<file path="config.mk">
export PLATFORM = sky130hd
export DESIGN_NAME = cpu
export DESIGN_NICKNAME = d
export VERILOG_FILES = /design/src/rtl/cpu.sv
export SDC_FILE = /design/constraint.sdc
export NUM_CORES = 2
export LEC_CHECK = 0
export ABC_CLOCK_PERIOD_IN_PS = 12650
export CAP_MARGIN = 20
export CORE_ASPECT_RATIO = 1.75
export CORE_UTILIZATION = 60
export CTS_BUF_LIST = sky130_fd_sc_hd__clkbuf_16
export CTS_CLUSTER_SIZE = 40
export DETAILED_ROUTE_END_ITERATION = 10
export PLACE_DENSITY_LB_ADDON = 0.15
export SYNTH_ARGS = -nofsm -noshare
export SYNTH_HDL_FRONTEND = slang
export SYNTH_SLANG_ARGS = --single-unit
</file>
<file path="constraint.sdc">
create_clock -name clk -period 12.65 [get_ports clk]
set_clock_uncertainty 0.2 [all_clocks]
set_input_delay 3.1625 -clock clk [delete_from_list [all_inputs] [get_ports clk]]
set_output_delay 3.1625 -clock clk [all_outputs]
set_load 0.02 [all_outputs]
</file>
<file path="src/rtl/cpu.sv">
// RV32I single-cycle core: decode and execute are combinational from inst,
// pc and register file commit on the rising clock edge.
module cpu #(
    parameter int WIDTH    = 32,
    parameter int REG_BITS = 5
) (
    input  logic             clk,
    input  logic             n_rst,
    input  logic [31:0]      inst,
    output logic [WIDTH-1:0] pc,
    output logic [WIDTH-1:0] d,
    output logic [WIDTH-1:0] address,
    output logic             read_n_write
);
    localparam int NREG = 2 ** REG_BITS;

    localparam logic [6:0] OP_LUI    = 7'b0110111;
    localparam logic [6:0] OP_AUIPC  = 7'b0010111;
    localparam logic [6:0] OP_JAL    = 7'b1101111;
    localparam logic [6:0] OP_JALR   = 7'b1100111;
    localparam logic [6:0] OP_BRANCH = 7'b1100011;
    localparam logic [6:0] OP_IMM    = 7'b0010011;
    localparam logic [6:0] OP_REG    = 7'b0110011;
    localparam logic [6:0] OP_STORE  = 7'b0100011;

    logic [WIDTH-1:0]    r_pc;
    logic [WIDTH-1:0]    r_regs [NREG];

    logic [6:0]          w_op;
    logic [2:0]          w_f3;
    logic                w_alt;
    logic [REG_BITS-1:0] w_rd;
    logic [REG_BITS-1:0] w_rs1;
    logic [REG_BITS-1:0] w_rs2;
    logic [WIDTH-1:0]    w_a;
    logic [WIDTH-1:0]    w_b;
    logic [WIDTH-1:0]    w_imm_i;
    logic [WIDTH-1:0]    w_imm_s;
    logic [WIDTH-1:0]    w_imm_b;
    logic [WIDTH-1:0]    w_imm_u;
    logic [WIDTH-1:0]    w_imm_j;
    logic [WIDTH-1:0]    w_pc4;
    logic [WIDTH-1:0]    w_opb;
    logic [WIDTH-1:0]    w_jsum;
    logic [4:0]          w_sh;
    logic [WIDTH-1:0]    w_alu;
    logic                w_take;
    logic [WIDTH-1:0]    w_pc_next;
    logic                w_we;
    logic [WIDTH-1:0]    w_wdata;

    assign w_op  = inst[6:0];
    assign w_f3  = inst[14:12];
    assign w_alt = inst[30];
    assign w_rd  = inst[7 +: REG_BITS];
    assign w_rs1 = inst[15 +: REG_BITS];
    assign w_rs2 = inst[20 +: REG_BITS];

    assign w_a = r_regs[w_rs1];
    assign w_b = r_regs[w_rs2];

    assign w_imm_i = WIDTH'($signed(inst[31:20]));
    assign w_imm_s = WIDTH'($signed({inst[31:25], inst[11:7]}));
    assign w_imm_b = WIDTH'($signed({inst[31], inst[7], inst[30:25],
                                     inst[11:8], 1'b0}));
    assign w_imm_u = WIDTH'($signed({inst[31:12], 12'b0}));
    assign w_imm_j = WIDTH'($signed({inst[31], inst[19:12], inst[20],
                                     inst[30:21], 1'b0}));

    assign w_pc4  = r_pc + WIDTH'(4);
    assign w_opb  = (w_op == OP_REG) ? w_b : w_imm_i;
    assign w_sh   = w_opb[4:0];
    assign w_jsum = w_a + w_imm_i;

    // Shared ALU for OP and OP-IMM; inst[30] selects SUB/SRA/SRAI
    always_comb begin
        w_alu = '0;
        unique case (w_f3)
            3'b000: w_alu = (w_op == OP_REG && w_alt) ? w_a - w_opb
                                                     : w_a + w_opb;
            3'b001: w_alu = w_a << w_sh;
            3'b010: w_alu = WIDTH'($signed(w_a) < $signed(w_opb));
            3'b011: w_alu = WIDTH'(w_a < w_opb);
            3'b100: w_alu = w_a ^ w_opb;
            3'b101: w_alu = w_alt ? WIDTH'($signed(w_a) >>> w_sh)
                                  : w_a >> w_sh;
            3'b110: w_alu = w_a | w_opb;
            3'b111: w_alu = w_a & w_opb;
        endcase
    end

    always_comb begin
        w_take = 1'b0;
        unique case (w_f3)
            3'b000:  w_take = (w_a == w_b);
            3'b001:  w_take = (w_a != w_b);
            3'b100:  w_take = ($signed(w_a) < $signed(w_b));
            3'b101:  w_take = ($signed(w_a) >= $signed(w_b));
            3'b110:  w_take = (w_a < w_b);
            3'b111:  w_take = (w_a >= w_b);
            default: w_take = 1'b0;
        endcase
    end

    always_comb begin
        w_pc_next    = w_pc4;
        w_we         = 1'b0;
        w_wdata      = '0;
        address      = '0;
        d            = '0;
        read_n_write = 1'b1;
        unique case (w_op)
            OP_LUI: begin
                w_we    = 1'b1;
                w_wdata = w_imm_u;
            end
            OP_AUIPC: begin
                w_we    = 1'b1;
                w_wdata = r_pc + w_imm_u;
            end
            OP_JAL: begin
                w_we      = 1'b1;
                w_wdata   = w_pc4;
                w_pc_next = r_pc + w_imm_j;
            end
            OP_JALR: begin
                w_we      = 1'b1;
                w_wdata   = w_pc4;
                w_pc_next = {w_jsum[WIDTH-1:1], 1'b0};
            end
            OP_BRANCH: begin
                if (w_take) w_pc_next = r_pc + w_imm_b;
            end
            OP_IMM, OP_REG: begin
                w_we    = 1'b1;
                w_wdata = w_alu;
            end
            OP_STORE: begin
                address      = w_a + w_imm_s;
                d            = w_b;
                read_n_write = 1'b0;
            end
            default: ;
        endcase
    end

    assign pc = r_pc;

    // x0 is never written, so it reads zero without a read-side mux
    always_ff @(posedge clk or negedge n_rst) begin
        if (!n_rst) begin
            r_pc <= '0;
            for (int i = 0; i < NREG; i++) r_regs[i] <= '0;
        end else begin
            r_pc <= w_pc_next;
            if (w_we && w_rd != '0) r_regs[w_rd] <= w_wdata;
        end
    end

endmodule

</file>
==> impl_metrics.toml <==
[route]
finalWirelength_um = 362000
drc = 0
vias_per_cell = 7.76
ant_nets = 0
drt_iter0_drc = 11200
num_vias = 73200
avgRoutedWirePerCell_um = 38.4
drtPass1Iterations = 10

[critical_path]
r2r_end = "r_regs[887]$_DFFE_PN0P_"
cp-end-kind = "output pin"
required_ns = 9.29
ff2ff_setup_slack_ns = 4.98
path_class = "in2out"
reg2reg_depth = 18
cp-start-kind = "input port"
critPathMaxFanout = 17
arrival_ns = 9.05
r2r-start = "r_regs[6]$_DFFE_PN0P_"

[synthesis]
syn_avg_cell_area_um2 = 9.70
synthDistinctLibCells = 113
synth_nets = 8160
yosys-top-cells-area = "dfrtp_1 (34%), mux4_2 (11%), mux2i_1 (7.5%), mux2_2 (6.0%), a21oi_1 (4.0%)"
seq_area_frac_synth_pct = 34.5
async_flop_share_pct = 100
synth.area.mux_share_pct = 24.1
synth_area_leader_cell = "dfrtp_1"
synth_top_area_share_pct = 34.5
synth_edf_count = 0
ys_ff_latch = 1055
netlist_instances = 7900
synth.top_cells.by_count = "dfrtp_1 (1055), nor2_1 (702), nand2_1 (619), a21oi_1 (609), mux2i_1 (573)"
synth_xor_area_share_pct = 1.83
synth_compound_area_share_pct = 19.8
synthAdderAreaFrac_pct = 3.76
synthSimpleGateAreaFrac_pct = 10.7
synth_top_family_by_area = "multiplexers"
netlist_area_um2 = 76600
ys.flop_type = "dfrtp_1"
yosysWarningCount = 0
yosysMostFrequentCell = "dfrtp_1"

[grt]
grt_pass1_wl_um = 514000
grt-ovfl-total = 0
grt_max_degree = 179
groute.usage.overall_pct = 55.9
antenna_found_initial = 22
grt_pass1_vias = 71800

[die]
die_y_um = 475
core_region_area_um2 = 127000
boundaryPins = 131
fp.dieW_um = 272
start_util_pct = 60.4
fp-row-count = 173
dieArea_um2 = 129000

[clocking]
clk_pin_slew_ns = 0.06
clock-sinks = 1055
clock_latency_ns = 0.78
ctsResizeCount = 0
cts_buffer_depth = 3
numCtsBuffers = 96
h-tree-depth = 3
cts_tree = "built"
post_cts_buffers = 0
cts_hold_buffers = 0
root_buffer = "clkbuf_16"

[min_path]
min_from = "r_regs[1021]$_DFFE_PN0P_"
hold_class = "reg2reg"
min_to = "r_regs[1021]$_DFFE_PN0P_"
whs_path_depth = 0

[cells_and_area]
syn_to_final_growth_pct = 8.77
instances_no_fill = 9434
fill_cells = 10100
layout-drive-gt1-share_pct = 18.7
fin_nets = 7947

[placement]
placed_cells = 9238
io_buffer_count = 129
place_congestion = 1.11
place.detailed.hpwl_um = 256000

[run]
cap_violations = 0

[timing]
worst_slew_pin_slew_ns = 1.39
fin_crit_sh_pct = 98.2
post-route-min-period_ns = 12.42
hold_viol = 0
rsz0062_at_grt = "false"
tns_ns = 0
slew_headroom_pct = 5.34
finalMaxSlewViolations = 0
setup_viol_count_final = 0
maxClockFrequency_mhz = 80.5

[power]
leakagePower_uw = 0.0357
max-vdd-ir-drop_mv = 0.166
power_density_nw_per_um2 = 109

[outcome]
status = "complete, no violations"
[state kept, by name, summed over array words and instances, names as in the netlist]
| register | flops |
|---|---|
| pc | 31 |
| r_regs | 1024 |
[kinds of logic after synthesis]
family | count (synthesis)
AO/OA/AOI/OAI | 2319
multiplexers | 1344
other | 1
XOR/XNOR | 160
buffers and inverters | 937
flip-flops | 1055
adder cells (fa/ha/maj) | 226
AND/OR/NAND/NOR | 1858
[per-stage QoR]
step	hold slack (ns)	area, um^2	util, %	power (uW)	worst slack [ns]
finish	0.199	83300	65.7	9060	0.234
global route	0.213	83300	65.7	9270	0.236
CTS	0.198	83100	65.5	8910	0.578
detailed placement	0.184	80000	63.1	6020	0.598
global placement	0.180	80000	63.1	5990	0.663
floorplan	0.245	76600	-	5090	1.52
[cell type report]
class                   count  area, um^2  share of cell area [%]
inverters                 144         552                   0.662
multi-input cells        5908       46900                    56.3
repair buffers            482        4270                    5.12
flip-flops and latches   1055       26400                    31.7
clock inverters            76         644                   0.773
diodes                     10        25.0                  0.0300
well taps                1662        2080                    2.50
clock buffers              97        2430                    2.91
[critical path, cell delays in order]
cell	delay, ns
buf_4	0.31
buf_4	0.41
nand4bb_4	0.46
o22ai_1	0.18
nor3_1	0.27
o221ai_1	0.17
nor2_1	0.45
inv_1	0.30
ha_1	0.35
a21o_1	0.16
a21oi_1	0.23
o21bai_1	0.09
a21oi_1	0.33
buf_4	0.21
nor2b_1	0.04
o21ai_0	0.14
nand2b_1	0.16
a21bo_2	0.31
a21oi_1	0.18
xor2_1	0.15
nor2_1	0.27
clkdlybuf4s50_1	0.66
[where the power goes]
group	switching, uW	total, uW	internal (uW)
sequential	172	3620	3450
combinational	1620	2460	842
clock	1410	2980	1560
[how the worst max path moves through the flow]
stage / from / end
after CTS: inst[15] / address[28]
after global routing: inst[15] / address[20]
after floorplan: inst[15] / address[20]
final: inst[19] / address[19]
after global placement: inst[15] / address[28]
after detailed placement: inst[19] / address[19]
[cell usage in the layout, fill, tap and decap left out, drive strengths merged, types with 43 or more instances in the layout]
cell type	Yosys	routed
a31oi	88	88
xnor2	103	103
mux2i	573	573
o21ai	437	437
inv	141	164
clkdlybuf4s50	0	116
buf	220	363
xor2	57	57
o31ai	216	216
nor2	707	707
a21boi	44	44
o211ai	131	131
and3	46	46
a22oi	132	132
ha	219	219
a21o	99	99
clkinv	3	43
nand3	165	165
a21oi	611	611
o22ai	134	134
dfrtp	1055	1055
a211oi	70	70
nor3	64	64
clkbuf	573	100
nand2	620	620
mux4	360	360
nand4	63	63
mux2	411	411
[routing by layer]
metal / up-vias / GRT usage, % / wire [um]
met5: - / 0.0763 / 124
met4: 18 / 61.2 / 51300
met3: 2436 / 19.3 / 44700
met2: 6149 / 82.7 / 155000
met1: 35500 / 59.4 / 111000
li1: 29100 / - / -
(Power assumes the default switching activity.)
